**config.mk**
```make
export PLATFORM = sky130hd
export DESIGN_NAME = reg_file_mp
export DESIGN_NICKNAME = d
export VERILOG_FILES = /design/src/rtl/reg_file_mp.sv
export SDC_FILE = /design/constraint.sdc
export NUM_CORES = 1
export LEC_CHECK = 0
export CAP_MARGIN = 20
export CORE_MARGIN = 4
export CORE_UTILIZATION = 50
export CTS_CLUSTER_DIAMETER = 80
export DETAILED_ROUTE_END_ITERATION = 12
export MAX_ROUTING_LAYER = met4
export PLACE_DENSITY_LB_ADDON = 0.25
export SKIP_CTS_REPAIR_TIMING = 1
export SLEW_MARGIN = 10
export SYNTH_ARGS = -nofsm -noshare
export SYNTH_HDL_FRONTEND = slang
export SYNTH_SLANG_ARGS = --single-unit
```
**constraint.sdc**
```tcl
create_clock -name clk -period 2.2 [get_ports clk]
set_input_delay 0.33 -clock clk [delete_from_list [all_inputs] [get_ports clk]]
set_output_delay 0.33 -clock clk [all_outputs]
set_load 0.01 [all_outputs]
```
**src/rtl/reg_file_mp.sv**
```systemverilog
// Multi-port register file: one synchronous write port, two combinational read ports,
// and a hardware clear sequencer started by reset. Define REG_FILE_MP_BYPASS_EN for write-through forwarding.
module reg_file_mp #(
    parameter int                NUMRF   = 2,
    parameter int                SIZE    = 8,
    parameter logic [SIZE-1:0]   CLR_VAL = '0
) (
    input  logic              clk,
    input  logic              rst,
    input  logic              wr,
    input  logic [NUMRF-1:0]  reg_in,
    input  logic [SIZE-1:0]   data_in,
    input  logic              rd_a,
    input  logic [NUMRF-1:0]  reg_a,
    output logic [SIZE-1:0]   data_a,
    input  logic              rd_b,
    input  logic [NUMRF-1:0]  reg_b,
    output logic [SIZE-1:0]   data_b,
    output logic              ready
);

    localparam int DEPTH = 1 << NUMRF;

    typedef enum logic {
        CLEAR = 1'b0,
        READY = 1'b1
    } state_t;

    state_t            state, next_state;
    logic [NUMRF-1:0]  clr_ptr, next_ptr;
    logic [SIZE-1:0]   regfile [DEPTH];

    logic              mem_we;
    logic [NUMRF-1:0]  mem_addr;
    logic [SIZE-1:0]   mem_wdata;

    // NOTE: sequential state uses non-blocking assignments so every register samples pre-edge values.
    always_ff @(posedge clk) begin
        state   <= next_state;
        clr_ptr <= next_ptr;
    end

    // NOTE: every signal gets a default first so this block can never infer a latch.
    always_comb begin
        next_state = state;
        next_ptr   = clr_ptr;
        mem_we     = 1'b0;
        mem_addr   = reg_in;
        mem_wdata  = data_in;
        if (rst) begin
            next_state = CLEAR;
            next_ptr   = '0;
        end else begin
            case (state)
                CLEAR: begin
                    // Clear has the write port; user writes are dropped until READY.
                    mem_we    = 1'b1;
                    mem_addr  = clr_ptr;
                    mem_wdata = CLR_VAL;
                    next_ptr  = clr_ptr + NUMRF'(1);
                    if (clr_ptr == {NUMRF{1'b1}})
                        next_state = READY;
                end
                READY: begin
                    mem_we = wr;
                end
                default: begin
                    next_state = CLEAR;
                    next_ptr   = '0;
                end
            endcase
        end
    end

    // NOTE: the array has no reset; the clear sequencer initialises it, keeping it mappable to RAM.
    always_ff @(posedge clk) begin
        if (mem_we)
            regfile[mem_addr] <= mem_wdata;
    end

    assign ready = (state == READY);

    always_comb begin
        data_a = SIZE'({reg_a, reg_in});
        if (rd_a) begin
            if (!ready)
                data_a = CLR_VAL;
`ifdef REG_FILE_MP_BYPASS_EN
            else if (wr && (reg_a == reg_in))
                data_a = data_in;
`endif
            else
                data_a = regfile[reg_a];
        end
    end

    always_comb begin
        data_b = SIZE'({reg_b, reg_in});
        if (rd_b) begin
            if (!ready)
                data_b = CLR_VAL;
`ifdef REG_FILE_MP_BYPASS_EN
            else if (wr && (reg_b == reg_in))
                data_b = data_in;
`endif
            else
                data_b = regfile[reg_b];
        end
    end

endmodule
```
==> results.txt, run 1 <==
The sequential cell area in the final layout was 1020 µm²; the async set-reset flop share out of synthesis was 0%. For this block, the via count after detailed routing is 1212. Clock-pin slew was measured on the worst setup and hold paths at 0.09 ns. The worst setup path is captured at an output pin. For the count of boundary I/O pins, the log shows 36. The count of yosys warnings during synthesis was 0; the post-detailed-route DRC marker count was 0. The synthesized design devotes to its leading area cell type 54.2% of total area.

The global routing stage identified its most utilized layer as met2. Summed over all layers, the global routing overflow is 0. The logs give 3390 µm² for the area inside the core boundary and 55.7% for the sequential share of power. The layout has 221 filler cells. For the total design power, the log shows 1450 µW. The slowest stage of the critical path belongs to the cell sky130_fd_sc_hd__clkdlybuf4s50_1. The final critical path takes up 95.1% of the cycle. Number of rows created at floorplan: 21. TritonCTS built the clock tree.

The area of the die was 4560 µm²; the weighted congestion reported at the end of routability-driven placement was 0.910. The longest clock path from root to sink contains 2 buffers. The run gives 2 as the H-tree depth. Wires add up to 4050 µm.

In this run the tightest slew margin relative to its limit is 45.7%. The area growth from synthesis to layout is 38.0%. The total cell area at the placement stage is 2300 µm², and the number of antenna violations at the first check in global routing is 0. The die is 67.5 µm wide. Starting DRC count in detailed routing: 35. For the met3 global-route usage, the log shows 3.66%. Buffers inserted during clock tree synthesis total 5.

The HPWL after detailed placement is 3000 µm. With fillers left out, the area of the finished cells amounts to 2450 µm². The number of nets in the synthesized netlist is 138. In the routed layout, each cell is associated on average with a via count of 5.48.

The final hold violation count is 0, and the met1 routing resource usage after global routing is 18.9%. The synthesized netlist contains 24 unique library cells. Traced cell by cell, the critical path runs through clkdlybuf4s50_1 -> buf_4 -> mux4_2 -> nand3_1 -> o21ai_0 -> dlymetal6s2s_1.

The floorplan die height is 67.5 µm. The final-stage net count is 194. The later pin in the worst-skew pair is clocked with a latency of 0.33 ns.

The detail route stage leaves a number of antenna-violating nets equal to 0. The post-synthesis average cell area was 15.0 µm²; the post-route minimum period was 2.09 ns. STA puts the critical path data arrival time at 1.76 ns. For the leakage power of the design, the log shows 0.00118 µW. The part of the Yosys area used for sequential elements came out at 57.6%. The tools report the number of global-route vias before repair as 1316. sky130_fd_sc_hd__edfxtp_1 takes more of the synthesized area than any other cell. The cell family contributing the most delay on the critical path is buffers and inverters. Setup violations remaining at the end of the flow were counted as 0. Setup repair after global routing left no endpoint under its margin. Synthesis inferred 35 register bits.

The clock root buffer master is sky130_fd_sc_hd__clkbuf_4. Timing analysis after detailed placement gives a worst setup slack of -0.315 ns. Clock skew after layout: 0.00347 ns. The flow ran to the end, and the final reports show no timing, DRC or antenna violations. The highest fanout seen on the critical path was 8. The number of max-slew violations in the final report was 0; the share of post-route cells with drive strength above 1 was 27.4%. Summing all multi-input logic gate instances after layout gives 691 µm². In this run, synthesis inferred 32 flip-flops with an integrated enable. The number of buffers added on ports was 35; the top achievable clock speed was 0.478 GHz.

Entering global routing, the biggest net connects 14 pins. Per report_power, the clock group accounts for 23.6% of the total. The power per unit of standard cell area is 594 nW/µm², and the highest cell delay on the worst timing path is 0.55 ns. Across the VDD grid, the largest voltage drop is 460 µV. The tool flagged a number of max-cap violations equal to 0.

The repair_antennas step left the layout with diodes totalling 0. Once routing completed, OpenROAD measured the worst setup slack at 0.107 ns. sky130_fd_sc_hd__edfxtp_1 is the most common cell in the netlist. The run gives 35 as the total clock sinks.

The critical path is of the in -> out type. The post-synthesis instance total was 118; the critical path buffer and inverter count was 3. Combinational logic is responsible for 20.7% of the overall power. The tools report the wire length of the first global-routing pass as 6230 µm. STA classifies the critical path startpoint as a primary input.

The most used flip-flop cell after synthesis is sky130_fd_sc_hd__edfxtp_1. Net switching is 23.6% of the power. The endpoint required time on the critical path came out at 1.87 ns. Sorting the synthesized cells by how often they occur yields sky130_fd_sc_hd__edfxtp_1 (32), sky130_fd_sc_hd__mux4_2 (12), sky130_fd_sc_hd__and2b_1 (9).

In the global route stage, overall resource usage came out at 20.6%. After detailed routing, the average wire length per cell comes to 18.3 µm. The min-delay analysis places its worst path in the category reg -> reg. The pre-antenna-repair detailed-routing pass consisted of 4 iterations. The logs give 1110 µW for the internal power of the cells and 52.3% for the starting density of the core. The met2 global-route usage was 39.4%.

The slew at the pin closest to its max-slew limit works out to 0.813 ns. Sorting the synthesized cells by area gives the leading types as sky130_fd_sc_hd__edfxtp_1 (54%), sky130_fd_sc_hd__mux4_2 (15%), sky130_fd_sc_hd__and2b_1 (3.8%). The net switching power of the design was 343 µW; the total standard cell area after synthesis was 1770 µm².
path summary, 6_finish.rpt:
check / startpoint / to / slack, ns / depth (start not counted)
setup reg to reg: ready / regfile[3][4] / 0.40 / 3
hold reg to reg: clr_ptr[0] / clr_ptr[0] / 0.51 / 2
setup / recovery: reg_a[1] / data_a[1] / 0.11 / 6
hold / removal: clr_ptr[0] / clr_ptr[0] / 0.51 / 2
power groups by stage:
stage / logic, µW / registers (µW) / clock network [µW]
6_report: 301 / 811 / 343
5_1_grt: 327 / 816 / 393
3_5_place_dp: 298 / 825 / 0
4_1_cts: 300 / 810 / 358
2_1_floorplan: 160 / 812 / 0
3_3_place_gp: 290 / 819 / 0
through the flow:
step | hold slack, ns | utilization (%) | setup TNS, ns | std cells
2_1_floorplan | 0.399 | - | 0 | 118
3_3_place_gp | 0.482 | 67.8 | -3.78 | 209
3_5_place_dp | 0.497 | 67.8 | -3.98 | 209
4_1_cts | 0.510 | 69.6 | -4.16 | 217
5_1_grt | 0.536 | 72.2 | 0 | 221
6_report | 0.507 | 72.2 | 0 | 221
tightest hold or removal path: cells and delay by family, from the launching register on:
kind	cells	cell delay [ns]
AND/OR/NAND/NOR	1	0.07
AO/OA/AOI/OAI	1	0.06
flip-flops	1	0.34
kinds of logic after synthesis:
group           after synthesis  share of synthesized area, %
fa+ha+maj                     1                         0.706
buf+inv                      10                          3.46
flops                        35                          57.6
mux                          22                          21.2
simple gates                 35                          12.0
compound gates               15                          5.08
layer usage:
layer | part of all wire [%] | wire length (µm)
met4 | 2.5 | 102
met2 | 59 | 2400
met5 | 0 | 0
met3 | 4.9 | 200
met1 | 33 | 1360
cells in the final DEF (no fill, tap or decap):
cell                              netlist  layout
sky130_fd_sc_hd__nand2_1                1       1
sky130_fd_sc_hd__dfxtp_2                0       1
sky130_fd_sc_hd__mux2_2                 4       4
sky130_fd_sc_hd__buf_6                  2       1
sky130_fd_sc_hd__mux4_2                12      12
sky130_fd_sc_hd__inv_1                  2       2
sky130_fd_sc_hd__nand2b_1               1       1
sky130_fd_sc_hd__dlymetal6s2s_1         0      18
sky130_fd_sc_hd__nand3b_1               1       1
sky130_fd_sc_hd__and2b_1                9       9
sky130_fd_sc_hd__nor2_1                 4       4
sky130_fd_sc_hd__clkbuf_2               0       1
sky130_fd_sc_hd__clkbuf_4               0       5
sky130_fd_sc_hd__and2_1                 2       2
sky130_fd_sc_hd__o21ai_0                4       4
sky130_fd_sc_hd__nand3_1                5       5
sky130_fd_sc_hd__or2_2                  1       1
sky130_fd_sc_hd__buf_4                  2      17
sky130_fd_sc_hd__buf_12                 0       4
sky130_fd_sc_hd__clkdlybuf4s50_1        0      16
sky130_fd_sc_hd__clkbuf_8               0       1
sky130_fd_sc_hd__a311oi_1               4       4
sky130_fd_sc_hd__mux2i_1                6       6
sky130_fd_sc_hd__a21oi_1                7       7
sky130_fd_sc_hd__clkbuf_1               3       1
sky130_fd_sc_hd__ha_1                   1       1
sky130_fd_sc_hd__nor2b_1                3       3
sky130_fd_sc_hd__dfxtp_1                3       2
sky130_fd_sc_hd__clkinv_2               0       1
sky130_fd_sc_hd__edfxtp_1              32      32
sky130_fd_sc_hd__and3_1                 8       8
layout make-up:
type,count,area share (%)
clock inverter,1,0.204
clock buffer,7,2.25
sequential,35,41.8
timing repair buffer,57,24.9
multi-input combinational,73,28.2
inverter,2,0.307
tap,46,2.35
registers in the layout, indices dropped and copies added (netlist names):
signal,count
regfile,32
clr_ptr,2
ready,1
Note: power is estimated with default switching activity, not from simulation.
==> run 2, diff against run 1 <==
Settings changed: CORE_UTILIZATION 50 to 27, REMOVE_ABC_BUFFERS set to 1.
==> run 2 against run 1 <==
Compared with the run above: combinational power about the same; sequential power about the same; routed wire length increased by 6.7%.
==> results.txt, run 2 (synthesis results as in run 1) <==
The flow ran to the end, and the final reports show no timing, DRC or antenna violations. The power per unit of standard cell area works out to 657 nW/µm². The critical path goes through clkdlybuf4s50_1 -> buf_4 -> mux4_2 -> and3_1 -> dlymetal6s2s_1.

From bottom edge to top edge, the die measures 89.0 µm. Leaving out fill and tap cells, the most frequent cell in the layout is sky130_fd_sc_hd__edfxtp_1. The launching instance or port of the critical path was reg_a[1]. Cells fill 40.2% of the core in the end. Starting DRC count in detailed routing: 51.

VDD sags by at most 336 µV. The count of nets left with antenna violations once routing finished came out at 0. For this run, the slowest stage of the critical path takes 0.53 ns. The number of setup violations in the final report was 0. Clock root buffer master: sky130_fd_sc_hd__clkbuf_8. The initial utilization of the core area, before any placement, comes to 27.9%. The ratio of routed vias to standard cells is 4.78. For this block, the routed nets add up to 4320 µm of wire. The area of the die came out at 7930 µm². The run gives 0 as the number of max-slew violations in the final report.

Across the run, the number of max-cap violations was 0. The final layout contains 196 nets. The critical path arrival is 1.71 ns. For this design the static power due to leakage is 0.00121 µW. The final hold violation count is 0. Between clock sinks in the finished design, the worst skew comes to 0.0115 ns.

The die width works out to 89.0 µm. After detailed routing, the number of remaining DRC violations is 0. The register with the most flip-flops in the layout has 32 of them. The clock reaches the later pin of the worst-skew pair after 0.29 ns. The total clock sinks came out at 35. For the number of antenna violations at the first check in global routing, the log shows 0. The weighted congestion reported at the end of routability-driven placement came out at 0.788. After layout, the minimum clock period comes to 2.04 ns. The post-detailed-route wirelength per cell was 17.0 µm; the maximum number of pins on one net before global-route repair was 13. regfile holds more flip-flops than any other register. The run gives 0.491 GHz as the top achievable clock speed. The critical path is of the in -> out type. After detailed placement, the design holds a cell count of 241.

The highest fanout seen on the critical path works out to 4. In this run the number of H-tree levels came out at 2. The number of buffers added on ports was 35; the number of buffers inserted during clock tree synthesis was 5.

The floorplan step defined a core boundary enclosing 6350 µm². The run gives 6390 µm as the wire length of the first global-routing pass. The total global-route track usage is 11.5%.

Excluding fillers, the count of instances in the completed layout stands at 254. Detailed placement ended at an HPWL of 3060 µm. At the worst endpoint, the required time is 1.87 ns.

The number of global-route vias before repair is 1268. Clock-pin slew was measured on the worst setup and hold paths at 0.08 ns. TritonCTS built the clock tree. At the pin with the least slew margin, the transition time is 0.889 ns. The worst hold path class was reg -> reg. The total congestion overflow came out at 0.

The clock passes through at most 2 buffers. The area growth from synthesis to layout came out at 44.0%. In this run the tightest slew margin relative to its limit is 40.6%. Dividing the final minimum period by the clock period gives 92.6%. The library cells used most frequently in the layout, excluding fill and tap cells, are sky130_fd_sc_hd__edfxtp_1 (32), sky130_fd_sc_hd__buf_4 (20), sky130_fd_sc_hd__dlymetal6s2s_1 (18). The start of the worst register-to-register path was ready. The first detailed-routing pass ran for 4 iterations.

Setup repair after global routing left no endpoint under its margin. The slowest cell on the critical path was sky130_fd_sc_hd__clkdlybuf4s50_1. The worst hold path startpoint was clr_ptr[0].

The share of post-route cells with drive strength above 1 is 28.2%, and the count of boundary I/O pins is 36. 0 antenna diodes ended up in the layout. Across all layers, the routed design uses 1213 vias.

Number of rows created at floorplan: 29. The sort of element at the start of the critical path is a primary input. STA classifies the critical path endpoint as an output pin.
[run 2: cell types whose count changed in the layout (fill, tap and decap cells not counted), sizes merged]
cell,delta
clkbuf,-1
buf,+1
bufinv,+1
clkinv,+1
[run 2: critical path, delay by kind of cell]
| kind | cells | cell delay, ns |
|---|---|---|
| multiplexers | 1 | 0.29 |
| buffers and inverters | 3 | 0.87 |
| AND/OR/NAND/NOR | 1 | 0.21 |
[run 2: path summary, 6_finish.rpt]
kind | endpoint | slack, ns | cells after the start
setup / recovery | data_a[4] | 0.16 | 5
hold / removal | clr_ptr[0] | 0.52 | 2
setup reg to reg | regfile[3][2] | 0.22 | 3
hold reg to reg | clr_ptr[0] | 0.52 | 2
[run 2: per-stage QoR]
step / setup TNS [ns] / total power (µW) / worst slack [ns] / cell area, µm² / hold slack, ns
after floorplan: 0 / 950 / 0.367 / 1720 / 0.399
after global placement: -4.21 / 1120 / -0.310 / 2330 / 0.475
after detailed placement: -4.52 / 1120 / -0.332 / 2330 / 0.501
after CTS: -4.29 / 1690 / -0.345 / 2450 / 0.514
after global routing: 0 / 1760 / 0.0304 / 2550 / 0.566
final: 0 / 1680 / 0.162 / 2550 / 0.515
[run 2: cell type report]
cell class | count | area, µm²
clock buffers | 5 | 68.8
clock inverters | 3 | 43.8
fillers | 599 | 3800
inverters | 2 | 7.51
multi-input cells | 73 | 691
flip-flops and latches | 35 | 1020
well taps | 77 | 96.3
repair buffers | 59 | 626
[run 2: metal layers]
layer / vias up / GRT usage (%) / part of all wire, %
met2: 41 / 19.7 / 53
met4: 0 / 4.19 / 0.51
met5: - / - / 0
li1: 580 / - / -
met1: 590 / 12.7 / 40
met3: 2 / 3.32 / 5.7
[run 2: power by group]
part / total (µW) / internal [µW] / switching [µW]
clock: 565 / 337 / 228
combinational: 304 / 174 / 130
sequential: 809 / 783 / 26.3
total: 1680 / 1290 / 384
==> run 3, diff against run 2 <==
Settings changed: CORE_ASPECT_RATIO set to 0.9, REMOVE_ABC_BUFFERS 1 to not set.
==> run 3 against run 2 <==
Compared with the run above: sequential share of layout area grew 0.088 points; clock-buffer cell count is the same; worst setup slack gained 0.068 ns; global-route usage shrank 0.22 points; design area is essentially flat; total power shrank 8.8%; routed wire length shrank 2.7%; register-to-register slack is essentially flat; combinational power is essentially flat; via count grew 1.8%; clock power shrank 26%; hold slack lost 0.015 ns; largest cell class unchanged.
==> results.txt, run 3 (synthesis results as in run 1) <==
The flow ran to the end, and the final reports show no timing, DRC or antenna violations. The worst path needs 1.97 ns of the cycle, external delays included. The run gives 0 as the final hold violation count. The library cells used most frequently in the layout, excluding fill and tap cells, are sky130_fd_sc_hd__edfxtp_1 (32), sky130_fd_sc_hd__dlymetal6s2s_1 (20), sky130_fd_sc_hd__buf_4 (19). The logs give 0.00122 µW for the leakage power of the design and 2 for the H-tree depth. The total design power was 1530 µW; the part of the cycle the worst path needs was 89.5%. Clock-pin slew was measured on the worst setup and hold paths at 0.07 ns.

Worst hold path class: reg -> reg. Once detail routing completed, the nets flagged for antenna violations numbered 0. Critical path arrival: 1.86 ns. The register with the most flip-flops in the layout has 32 of them.

The highest fanout seen on the critical path is 16, and the clock skew after layout is 0.00750 ns. During placement, the flow inserted port buffers numbering 35. The total congestion overflow was 0. The library cell used most frequently in the layout, excluding fill and tap cells, is sky130_fd_sc_hd__edfxtp_1.

The total clock sinks came out at 35. Number of buffers inserted during clock tree synthesis: 5. Max-slew headroom at the worst pin: 39.0%.

The worst hold path terminates at clr_ptr[0]. The area inside the core boundary was 6250 µm². On the final layout, the worst hold slack is 0.501 ns. The first TritonRoute pass finished after 6 iterations. By startpoint and endpoint, the worst setup path is classified as reg -> reg. In the final layout, the share of cells above drive strength 1 is 27.1%. Area of the die: 7930 µm². The wire-length estimate of the detail-placed layout is 3100 µm. The depth of the worst register-to-register path is 3. Routability-driven placement finished with a final weighted congestion of 0.758.

The slew at the pin closest to its max-slew limit was 0.913 ns; the area growth from synthesis to layout was 43.9%. Ranked by flip-flop count, first place goes to regfile. The later pin in the worst-skew pair is clocked with a latency of 0.27 ns. Setup repair after global routing left no endpoint under its margin.

Global routing used 11.3% of the available tracks across all layers. For this run, the post-layout net count is 196. TritonCTS built the clock tree. For the number of setup violations in the final report, the log shows 0. Worst flop-to-flop path endpoint: regfile[3][4]. The maximum number of pins on one net before global-route repair is 17, and the deepest clock path buffer count is 2. After detailed routing, the average wire length per cell comes to 15.9 µm.

Setup slack on the worst reg-to-reg path comes out at 0.23 ns. Max-cap violations in this run came to 0. For this run, the top clock speed supported by timing is 0.508 GHz. For this configuration, the core starts out at a cell density of 28.4%.

The floorplan has 27 rows. The count of non-filler cells in the finished layout is 264, and the number of max-slew violations in the final report is 0. The worst register-to-register path begins at ready. STA classifies the critical path endpoint as a flip-flop.

The die width came out at 93.4 µm. The first global-routing pass estimated 6700 µm of wire. The number of placed cells counting well taps came out at 249. In the routed design, unresolved DRC markers number 0. The worst setup path is launched from a flip-flop. The starting DRC count in detailed routing is 65. The worst hold path startpoint was clr_ptr[0]. For this design the top-level I/O count stands at 36. The power per unit of standard cell area came out at 600 nW/µm². The final layout contains routed wiring with a total length of 4210 µm.

The vias after detailed routing was 1235; the number of inserted diodes was 0. The die is 84.9 µm tall. For the maximum resistive drop on vdd, the log shows 250 µV. The endpoint required time on the critical path was 2.09 ns. The clock root buffer master was sky130_fd_sc_hd__clkbuf_8. The worst hold path was traced through 2 stages.

The number of antenna violations at the first check in global routing was 0; the number of global-route vias before repair was 1340. The ratio of routed vias to standard cells was 4.68.
## run 3: layout make-up
cell class / count / area [µm²]
Fill cell: 592 / 3700
Multi-Input combinational cell: 73 / 691
Sequential cell: 35 / 1020
Tap cell: 87 / 109
Inverter: 2 / 7.51
Timing Repair Buffer: 59 / 638
Clock buffer: 5 / 68.8
Clock inverter: 3 / 15.0
## run 3: critical path, cell delays in order (launching register included)
cell	delay [ns]
sky130_fd_sc_hd__dfxtp_2	0.54
sky130_fd_sc_hd__nand3_1	0.11
sky130_fd_sc_hd__a21oi_1	0.19
sky130_fd_sc_hd__nor2b_1	0.75
## run 3: per-stage QoR
stage	setup TNS (ns)	worst slack, ns	utilization, %	area (µm²)
after floorplan	0	0.568	-	1770
after global placement	-4.36	-0.317	37.7	2360
after detailed placement	-4.83	-0.345	37.7	2360
after CTS	-4.63	-0.349	39.0	2440
after global routing	0	0.0483	40.8	2550
final	0	0.230	40.8	2550
## run 3: routing by layer
layer  global-route usage, %  wire length (µm)
met3                    3.19               201
met4                    1.33                14
met5                       -                 0
met1                    12.5              1730
met2                    20.6              2270
## run 3: worst max path at each step
stage,startpoint,end,cells after the start
global placement,reg_b[0],data_b[0],6
CTS,reg_a[0],data_a[0],6
floorplan,ready,regfile[3][0],4
finish,ready,regfile[3][4],3
detailed placement,reg_a[0],data_a[0],6
global route,ready,regfile[3][7],3
## run 3: where the power goes
group	switching, µW	internal [µW]
Combinational	128	173
Sequential	27.8	784
Clock	203	214
